<file path="src/rtl/cla_pkg.sv">
// Shared constants, types and group generate/propagate helper for the pipelined CLA adder.
package cla_pkg;

  localparam int unsigned CLA_GROUP = 4;

  typedef struct packed {
    logic g;
    logic p;
  } grp_gp_t;

  // Collapse 4-bit generate/propagate vectors into one group generate/propagate pair.
  function automatic grp_gp_t grp_gp(input logic [3:0] g, input logic [3:0] p);
    grp_gp_t r;
    r.g = g[3] | (p[3] & g[2]) | (p[3] & p[2] & g[1]) | (p[3] & p[2] & p[1] & g[0]);
    r.p = &p;
    return r;
  endfunction

endpackage

</file>
<file path="src/rtl/cla_group4.sv">
// 4-bit carry-lookahead slice: sum, group generate/propagate and the carry into each bit.
module cla_group4
  import cla_pkg::*;
(
  input  logic [3:0] a_i,
  input  logic [3:0] b_i,
  input  logic       c_i,
  output logic [3:0] sum_o,
  output logic       g_o,
  output logic       p_o,
  output logic [3:0] c_o
);

  logic [3:0] g;
  logic [3:0] p;
  grp_gp_t    gp;

  assign g = a_i & b_i;
  assign p = a_i ^ b_i;

  // c_o[i] is the carry into bit i, all flattened to two-level logic.
  assign c_o[0] = c_i;
  assign c_o[1] = g[0] | (p[0] & c_i);
  assign c_o[2] = g[1] | (p[1] & g[0]) | (p[1] & p[0] & c_i);
  assign c_o[3] = g[2] | (p[2] & g[1]) | (p[2] & p[1] & g[0]) | (p[2] & p[1] & p[0] & c_i);

  assign sum_o = p ^ c_o;

  assign gp  = grp_gp(g, p);
  assign g_o = gp.g;
  assign p_o = gp.p;

endmodule

</file>
<file path="src/rtl/cla_pipe_adder.sv">
// Two-stage pipelined CLA adder/subtractor with valid/ready flow control.
// Define CLA_SATURATE_EN to clamp the sum to the signed range on overflow.
module cla_pipe_adder
  import cla_pkg::*;
#(
  parameter int unsigned WIDTH = 16
) (
  input  logic             clk,
  input  logic             rst,
  input  logic             in_valid,
  output logic             in_ready,
  input  logic [WIDTH-1:0] a,
  input  logic [WIDTH-1:0] b,
  input  logic             cin,
  input  logic             op_sub,
  output logic             out_valid,
  input  logic             out_ready,
  output logic [WIDTH-1:0] sum,
  output logic             cout,
  output logic             ovf
);

  localparam int unsigned NG = WIDTH / CLA_GROUP;

  // Flow control
  logic adv1;
  logic adv2;
  logic v1_q;
  logic v2_q;

  assign adv2     = ~v2_q | out_ready;
  assign adv1     = ~v1_q | adv2;
  assign in_ready = adv1;

  // Stage 1: operand conditioning and group generate/propagate
  logic [WIDTH-1:0] b_mod;
  logic             c0_d;
  logic [NG-1:0]    g1_d;
  logic [NG-1:0]    p1_d;
  grp_gp_t          gp;

  always_comb begin
    b_mod = op_sub ? ~b : b;
    c0_d  = op_sub ? 1'b1 : cin;
    g1_d  = '0;
    p1_d  = '0;
    gp    = '0;
    for (int k = 0; k < NG; k++) begin
      gp = grp_gp(a[k*CLA_GROUP +: CLA_GROUP] & b_mod[k*CLA_GROUP +: CLA_GROUP],
                  a[k*CLA_GROUP +: CLA_GROUP] ^ b_mod[k*CLA_GROUP +: CLA_GROUP]);
      g1_d[k] = gp.g;
      p1_d[k] = gp.p;
    end
  end

  logic [WIDTH-1:0] a1_q;
  logic [WIDTH-1:0] b1_q;
  logic             c0_q;
  logic [NG-1:0]    g1_q;
  logic [NG-1:0]    p1_q;

  always_ff @(posedge clk) begin
    if (rst) begin
      v1_q <= 1'b0;
      a1_q <= '0;
      b1_q <= '0;
      c0_q <= 1'b0;
      g1_q <= '0;
      p1_q <= '0;
    end else if (adv1) begin
      v1_q <= in_valid;
      if (in_valid) begin
        a1_q <= a;
        b1_q <= b_mod;
        c0_q <= c0_d;
        g1_q <= g1_d;
        p1_q <= p1_d;
      end
    end
  end

  // Stage 2: group-level lookahead, then per-group sums
  logic [NG:0] grp_c;

  always_comb begin
    grp_c    = '0;
    grp_c[0] = c0_q;
    for (int k = 0; k < NG; k++) begin
      grp_c[k+1] = g1_q[k] | (p1_q[k] & grp_c[k]);
    end
  end

  logic [WIDTH-1:0] sum_raw;
  logic [WIDTH-1:0] bit_c;
  logic [NG-1:0]    inst_g;
  logic [NG-1:0]    inst_p;

  for (genvar k = 0; k < NG; k++) begin : g_grp
    cla_group4 u_grp (
      .a_i  (a1_q[k*CLA_GROUP +: CLA_GROUP]),
      .b_i  (b1_q[k*CLA_GROUP +: CLA_GROUP]),
      .c_i  (grp_c[k]),
      .sum_o(sum_raw[k*CLA_GROUP +: CLA_GROUP]),
      .g_o  (inst_g[k]),
      .p_o  (inst_p[k]),
      .c_o  (bit_c[k*CLA_GROUP +: CLA_GROUP])
    );
  end

  // Slice G/P duplicate the registered stage-1 values; only the MSB carry-in is needed here.
  logic unused_grp;
  assign unused_grp = ^{inst_g, inst_p, bit_c[WIDTH-2:0]};

  logic             cout_d;
  logic             ovf_d;
  logic [WIDTH-1:0] sum_d;

  assign cout_d = grp_c[NG];
  assign ovf_d  = bit_c[WIDTH-1] ^ grp_c[NG];

`ifdef CLA_SATURATE_EN
  logic [WIDTH-1:0] sat_val;
  always_comb begin
    sat_val          = '0;
    sat_val[WIDTH-1] = a1_q[WIDTH-1];
    for (int i = 0; i < WIDTH - 1; i++) begin
      sat_val[i] = ~a1_q[WIDTH-1];
    end
    sum_d = ovf_d ? sat_val : sum_raw;
  end
`else
  assign sum_d = sum_raw;
`endif

  logic [WIDTH-1:0] sum_q;
  logic             cout_q;
  logic             ovf_q;

  always_ff @(posedge clk) begin
    if (rst) begin
      v2_q   <= 1'b0;
      sum_q  <= '0;
      cout_q <= 1'b0;
      ovf_q  <= 1'b0;
    end else if (adv2) begin
      v2_q <= v1_q;
      if (v1_q) begin
        sum_q  <= sum_d;
        cout_q <= cout_d;
        ovf_q  <= ovf_d;
      end
    end
  end

  assign out_valid = v2_q;
  assign sum       = sum_q;
  assign cout      = cout_q;
  assign ovf       = ovf_q;

endmodule

</file>
<file path="config.mk">
export PLATFORM = sky130hd
export DESIGN_NAME = cla_pipe_adder
export DESIGN_NICKNAME = d
export VERILOG_FILES = /design/src/rtl/cla_pkg.sv /design/src/rtl/cla_group4.sv /design/src/rtl/cla_pipe_adder.sv
export SDC_FILE = /design/constraint.sdc
export NUM_CORES = 1
export LEC_CHECK = 0
export ABC_AREA = 1
export ABC_CLOCK_PERIOD_IN_PS = 3100
export CORE_ASPECT_RATIO = 0.8
export CORE_MARGIN = 2
export CORE_UTILIZATION = 57
export DETAILED_ROUTE_END_ITERATION = 10
export PLACE_DENSITY = 0.82
export SLEW_MARGIN = 20
export SYNTH_ARGS = -nofsm -noshare
export SYNTH_HDL_FRONTEND = slang
export SYNTH_SLANG_ARGS = --single-unit
</file>
<file path="constraint.sdc">
create_clock -name clk -period 3.1 [get_ports clk]
set_clock_uncertainty 0.2 [all_clocks]
set_input_delay 0.775 -clock clk [delete_from_list [all_inputs] [get_ports clk]]
set_output_delay 0.775 -clock clk [all_outputs]
set_load 0.05 [all_outputs]
</file>
==> results.sh, run 1 <==
export IMPL_status="finished clean"
export IMPL_synth_edff_count=0
export IMPL_report_final_setup_viol=0
export IMPL_dp_final_hpwl_mm=5.146
export IMPL_postSynthAreaPerCell_um2=8.111
export IMPL_post_synth_inst_count=402
export IMPL_route_final_wire_length_mm=7.289
export IMPL_synth_ff_latch_count=61
export IMPL_ant_nets=0
export IMPL_final_setup_tns_ns=0
export IMPL_cts_sink_count=61
export IMPL_clkLatencyLatePin_ns=0.34
export IMPL_post_cts_setup_buffer_count=0
export IMPL_critPathKind="in2reg"
export IMPL_vias=2802
export IMPL_async_reset_ff_frac=0
export IMPL_fraction_of_layout_cells_with_a_size_suffix_above_1=0.09307
export IMPL_ctsRootBufferMaster="sky130_fd_sc_hd__clkbuf_8"
export IMPL_die_area_mm2=0.006345
export IMPL_timing_worst_slew_pin_value_ns=0.5023
export IMPL_clk_transition_reported_paths_ns=0.07
export IMPL_timing_final_hold_violations=0
export IMPL_ios=58
export IMPL_routedWlPerCell_um=13.50
export IMPL_grt_usage=0.2519
export IMPL_critPathBufInv=2
export IMPL_timing_max_transition_violations_final=0
export IMPL_port_buffers=57
export IMPL_postCtsResizedCells=0
export IMPL_seq_area_frac_synth=0.3745
export IMPL_finalWeightedCongestion=0.8612
export IMPL_grt_met2_usage=0.3793
export IMPL_grt_antenna_before_repair=0
export IMPL_final_util=0.7395
export IMPL_cts_buffers_inserted=9
export IMPL_delay_contributed_by_the_slowest_stage_of_the_critical_path_ns=0.61
export IMPL_initial_core_util=0.5934
export IMPL_worst_path_max_delay_cell="sky130_fd_sc_hd__clkdlybuf4s50_1"
export IMPL_synth_cell_area_mm2=0.003261
export IMPL_met3_usage=0.06797
export IMPL_initial_drt_markers=172
export IMPL_via_count_of_the_first_global_routing_pass=2648
export IMPL_global_route_peak_usage_layer="met2"
export IMPL_cp_top_family="buffers and inverters"
export IMPL_timing_hold_worst_class="reg2reg"
export IMPL_crit_path_max_fanout=7
export IMPL_max_cap_viol_count=0
export IMPL_timing_critical_path_arrival_ns=2.56
export IMPL_cell_row_count=24
export IMPL_grt_overflow_total=0
export IMPL_core_area_mm2=0.005495
export IMPL_antenna_diode_count=0
export IMPL_grt_start_max_net_pins=45
export IMPL_synth_lib_cells_used_distinct=33
export IMPL_cts_max_path_buffers=2
export IMPL_min_period_ns=2.550
export IMPL_fmaxAchievable_mhz=392.2
export IMPL_power_leakage_nw=1.813
export IMPL_yosysWarnings=0
export IMPL_viasPerCell=5.189
export IMPL_relSlewSlack=0.6641
export IMPL_min_period_over_period=0.8225
export IMPL_die_height_um=71.65
export IMPL_detailedRoute_firstPassIterationCount=4
export IMPL_cp_data_required_time_ns=3.11
export IMPL_number_of_levels_the_h_tree_was_split_into=3
export IMPL_dominantRegCellSynth="sky130_fd_sc_hd__dfxtp_1"
export IMPL_ctsHoldBuffers=0
export IMPL_worst_ir_drop_vdd_mv=0.3373
export IMPL_p_per_area_mw_per_mm2=521.3
export IMPL_cp_end_kind="flop"
export IMPL_globalRouteMet1Util=0.3500
export IMPL_synth_net_count=472
export IMPL_floorplan_die_width_um=88.56
export IMPL_drc_errors=0
export IMPL_areaGrowthSynthToFinish_pct=24.64
export IMPL_setup_worst_path_start_class="input pin"
export IMPL_num_nets_final=527
export IMPL_global_route_wire_length_before_repair_mm=12.34
export IMPL_placement_cell_area_mm2=0.003852
export IMPL_tritoncts_clock_tree="done"
export IMPL_critical_path_cell_chain="clkdlybuf4s50_1 > buf_4 > xor2_1 > ha_1 > a21oi_1 > nand3b_1 > a31oi_1"
export IMPL_final_design_area_no_fill_mm2=0.004064
export IMPL_rsz0062_at_grt="false"
[flip-flops by register name, indices dropped and copies added (netlist names)]
signal and flops:
ovf 1, c0_q 1, a1_q 16, out_valid 1, cout 1, g1_q 4, sum 16, v1_q 1
p1_q 4, b1_q 16
[metrics by stage]
step	hold WS [ns]	power (mW)	worst slack (ns)	instances
after detailed placement	0.2615	1.380	0.2366	524
after floorplan	0.2472	1.227	0.9680	402
after CTS	0.2756	2.122	0.5679	540
after global placement	0.2566	1.364	0.3854	524
final	0.2800	2.118	0.5502	540
after global routing	0.2904	2.215	0.4492	540
[synthesized netlist by cell type (all sizes together) (3+ instances only)]
| master | n | share of area |
|---|---|---|
| a21oi | 37 | 0.064 |
| a31oi | 4 | 0.0077 |
| buf | 13 | 0.029 |
| clkbuf | 6 | 0.011 |
| dfxtp | 61 | 0.37 |
| fa | 4 | 0.025 |
| ha | 28 | 0.11 |
| inv | 32 | 0.037 |
| nand2 | 53 | 0.077 |
| nand3 | 12 | 0.020 |
| nand3b | 3 | 0.0069 |
| nand4 | 4 | 0.0077 |
| nor2 | 66 | 0.076 |
| o21ai | 44 | 0.068 |
| xnor2 | 7 | 0.019 |
| xor2 | 20 | 0.054 |
[power breakdown]
part | switching, mW | leakage [nW] | internal (mW)
combinational | 0.287 | 1.20 | 0.200
sequential | 0.0387 | 0.505 | 0.844
clock | 0.312 | 0.106 | 0.436
[path summary, 6_finish.rpt]
path	from	endpoint	slack [ns]	depth (start not counted)
setup / recovery	op_sub	g1_q[3]$_SDFFE_PP0P_	0.55	7
hold / removal	b1_q[1]$_SDFFE_PP0P_	b1_q[1]$_SDFFE_PP0P_	0.28	2
setup reg to reg	c0_q$_SDFFE_PP0P_	sum[12]$_SDFFE_PP0P_	1.21	9
hold reg to reg	b1_q[1]$_SDFFE_PP0P_	b1_q[1]$_SDFFE_PP0P_	0.28	2
[worst min-delay path, cell delays in order (launching register included)]
cell and delay (ns):
sky130_fd_sc_hd__dfxtp_1 0.32, sky130_fd_sc_hd__nand2_1 0.06, sky130_fd_sc_hd__a21oi_1 0.06
[layout by cell type (no fill, tap or decap), drive strengths merged, types with 7 or more instances in the layout]
cell and n:
a21oi 37, clkbuf 13, nand3 12, buf 7, nand2 53, xor2 20, o21ai 44, nor2 66
inv 32, dfxtp 61, ha 28, xnor2 7, clkdlybuf4s50 56
[logic make-up (layout without fill, tap and decap cells)]
kind of cell / Yosys count / in the layout / share of synthesized area
AOI/OAI and AO/OA: 91 / 91 / 0.1535
xor gates and xnor gates: 27 / 27 / 0.07253
adders and majority gates: 32 / 32 / 0.1320
buffers and inverters: 51 / 111 / 0.07713
DFF: 61 / 61 / 0.3745
and+or+nand+nor: 140 / 140 / 0.1903
[cell type report]
| class | count | area [um2] |
|---|---|---|
| multi-input combinational | 290 | 1788 |
| fill | 438 | 1431 |
| sequential | 61 | 1221 |
| timing repair buffer | 63 | 625.6 |
| clock buffer | 13 | 168.9 |
| inverter | 32 | 120.1 |
| tap | 78 | 97.59 |
| clock inverter | 3 | 42.54 |
[layer usage]
| metal | wire [um] | vias up |
|---|---|---|
| met2 | 3320 | 85 |
| met1 | 3390 | 1266 |
| met4 | 136 | 0 |
| li1 | - | 1438 |
| met5 | 0 | - |
| met3 | 442 | 13 |
Note: power is estimated with default switching activity, not from simulation.
==> run 2, diff against run 1 <==
Settings changed: ABC_CLOCK_PERIOD_IN_PS 3100 to 2500, CORE_UTILIZATION 57 to 53, PLACE_DENSITY 0.82 to 0.76.
Clock period 3.1 ns to 2.5 ns, I/O delays scaled along.
==> run 2 against run 1 <==
Total power rose by 22%. Critical path type is now reg2out. Design area rose by 1.8%. Critical path depth fell by 6. Setup slack got worse by 0.42 ns. Via count decreased by 0.79%. Global-route usage is 3.2 points lower. Register-to-register slack got worse by 0.57 ns. Final cell count rose by 1.3%.
==> results.sh, run 2 (synthesis results as in run 1) <==
export IMPL_areaGrowthSynthToFinish_pct=26.86
export IMPL_cts_buffers_inserted=9
export IMPL_cts_max_path_buffers=2
export IMPL_min_period_over_period=0.9499
export IMPL_tritoncts_clock_tree="done"
export IMPL_cell_row_count=25
export IMPL_timing_critical_path_arrival_ns=1.55
export IMPL_grt_antenna_before_repair=0
export IMPL_dp_final_hpwl_mm=5.219
export IMPL_grt_usage=0.2204
export IMPL_via_count_of_the_first_global_routing_pass=2560
export IMPL_fraction_of_layout_cells_with_a_size_suffix_above_1=0.09657
export IMPL_worst_ir_drop_vdd_mv=0.3160
export IMPL_timing_final_hold_violations=0
export IMPL_post_place_ws_ns=-0.05992
export IMPL_crit_path_max_fanout=3
export IMPL_initial_core_util=0.5515
export IMPL_min_period_ns=2.375
export IMPL_route_final_wire_length_mm=7.145
export IMPL_power_leakage_nw=1.846
export IMPL_final_util=0.6997
export IMPL_viasPerCell=5.082
export IMPL_max_cap_viol_count=0
export IMPL_cp_end_kind="output pin"
export IMPL_delay_contributed_by_the_slowest_stage_of_the_critical_path_ns=0.83
export IMPL_relSlewSlack=0.6600
export IMPL_num_nets_final=532
export IMPL_drc_errors=0
export IMPL_p_sw_frac=0.2948
export IMPL_clock_power_share=0.337
export IMPL_critPathBufInv=1
export IMPL_layout_commonest_cell="sky130_fd_sc_hd__nor2_1"
export IMPL_final_setup_tns_ns=0
export IMPL_fmaxAchievable_mhz=421.1
export IMPL_port_buffers=57
export IMPL_timing_worst_slew_pin_value_ns=0.5084
export IMPL_ant_nets=0
export IMPL_clk_transition_reported_paths_ns=0.06
export IMPL_grt_overflow_total=0
export IMPL_core_area_mm2=0.005912
export IMPL_worst_path_max_delay_cell="sky130_fd_sc_hd__clkdlybuf4s50_1"
export IMPL_finalWorstSetupSlack_ns=0.1254
export IMPL_antenna_diode_count=0
export IMPL_power_report_internal_total_mw=1.823
export IMPL_report_final_setup_viol=0
export IMPL_ctsHoldBuffers=0
export IMPL_setup_worst_path_start_class="flop"
export IMPL_total_switching_power_mw=0.7620
export IMPL_status="finished clean"
export IMPL_clkLatencyLatePin_ns=0.34
export IMPL_ios=58
export IMPL_fillers=472
export IMPL_die_height_um=74.16
export IMPL_layout_common_cells="66 x sky130_fd_sc_hd__nor2_1, 61 x sky130_fd_sc_hd__dfxtp_1, 56 x sky130_fd_sc_hd__clkdlybuf4s50_1"
export IMPL_timing_hold_worst_class="reg2reg"
export IMPL_ctsRootBufferMaster="sky130_fd_sc_hd__clkbuf_8"
export IMPL_share_of_total_power_in_combinational_logic=0.241
export IMPL_cp_data_required_time_ns=1.67
export IMPL_routedWlPerCell_um=13.06
export IMPL_postCtsResizedCells=0
export IMPL_post_cts_setup_buffer_count=0
export IMPL_power_total_mw=2.585
export IMPL_rsz0062_at_grt="false"
export IMPL_grt_start_max_net_pins=36
export IMPL_finalWeightedCongestion=0.8103
export IMPL_p_per_area_mw_per_mm2=624.9
export IMPL_number_of_levels_the_h_tree_was_split_into=3
export IMPL_die_area_mm2=0.006800
export IMPL_initial_drt_markers=143
export IMPL_floorplan_die_width_um=91.70
export IMPL_global_route_wire_length_before_repair_mm=11.67
export IMPL_critical_path_cell_chain="clkdlybuf4s50_1"
export IMPL_vias=2780
export IMPL_seqPwrFrac=0.423
export IMPL_critPathKind="reg2out"
export IMPL_cp_top_family="buffers and inverters"
export IMPL_cts_sink_count=61
export IMPL_detailedRoute_firstPassIterationCount=4
export IMPL_timing_max_transition_violations_final=0
==> run 2: power by group through the flow <==
stage	combinational, mW	sequential (mW)	clock (mW)
2_1_floorplan	0.332	1.19	0
4_1_cts	0.622	1.09	0.886
3_3_place_gp	0.599	1.11	0
6_report	0.622	1.09	0.870
5_1_grt	0.686	1.10	0.929
3_5_place_dp	0.617	1.11	0
==> run 2: final timing paths <==
kind                                from                    to  slack [ns]  cells past startpoint
setup / recovery  out_valid$_SDFFE_PP0P_             out_valid        0.13                      1
hold / removal      b1_q[2]$_SDFFE_PP0P_  b1_q[2]$_SDFFE_PP0P_        0.27                      2
setup reg to reg       c0_q$_SDFFE_PP0P_  sum[12]$_SDFFE_PP0P_        0.64                      9
hold reg to reg     b1_q[2]$_SDFFE_PP0P_  b1_q[2]$_SDFFE_PP0P_        0.27                      2
==> run 2: per-stage QoR <==
step | hold WS [ns] | std cells | instance area (um2)
4_1_cts | 0.2734 | 547 | 4136
2_1_floorplan | 0.2472 | 402 | 3261
6_report | 0.2728 | 547 | 4136
3_3_place_gp | 0.2617 | 532 | 3944
5_1_grt | 0.2972 | 547 | 4136
3_5_place_dp | 0.2642 | 532 | 3944
==> run 2: per-layer routing <==
layer,up-vias,global-route usage,part of all wire
met3,11,0.05268,0.059
li1,1447,-,-
met4,0,0.07794,0.011
met5,-,0,0
met1,1249,0.2928,0.48
met2,73,0.3578,0.45
==> run 2: final cells by class <==
type	instances	area, um2	share of cell area
tap	81	101.3	0.02450
sequential	61	1221	0.2952
clock inverter	1	30.03	0.007260
multi-input combinational	290	1788	0.4322
timing repair buffer	68	713.2	0.1724
clock buffer	14	162.7	0.03932
inverter	32	120.1	0.02904
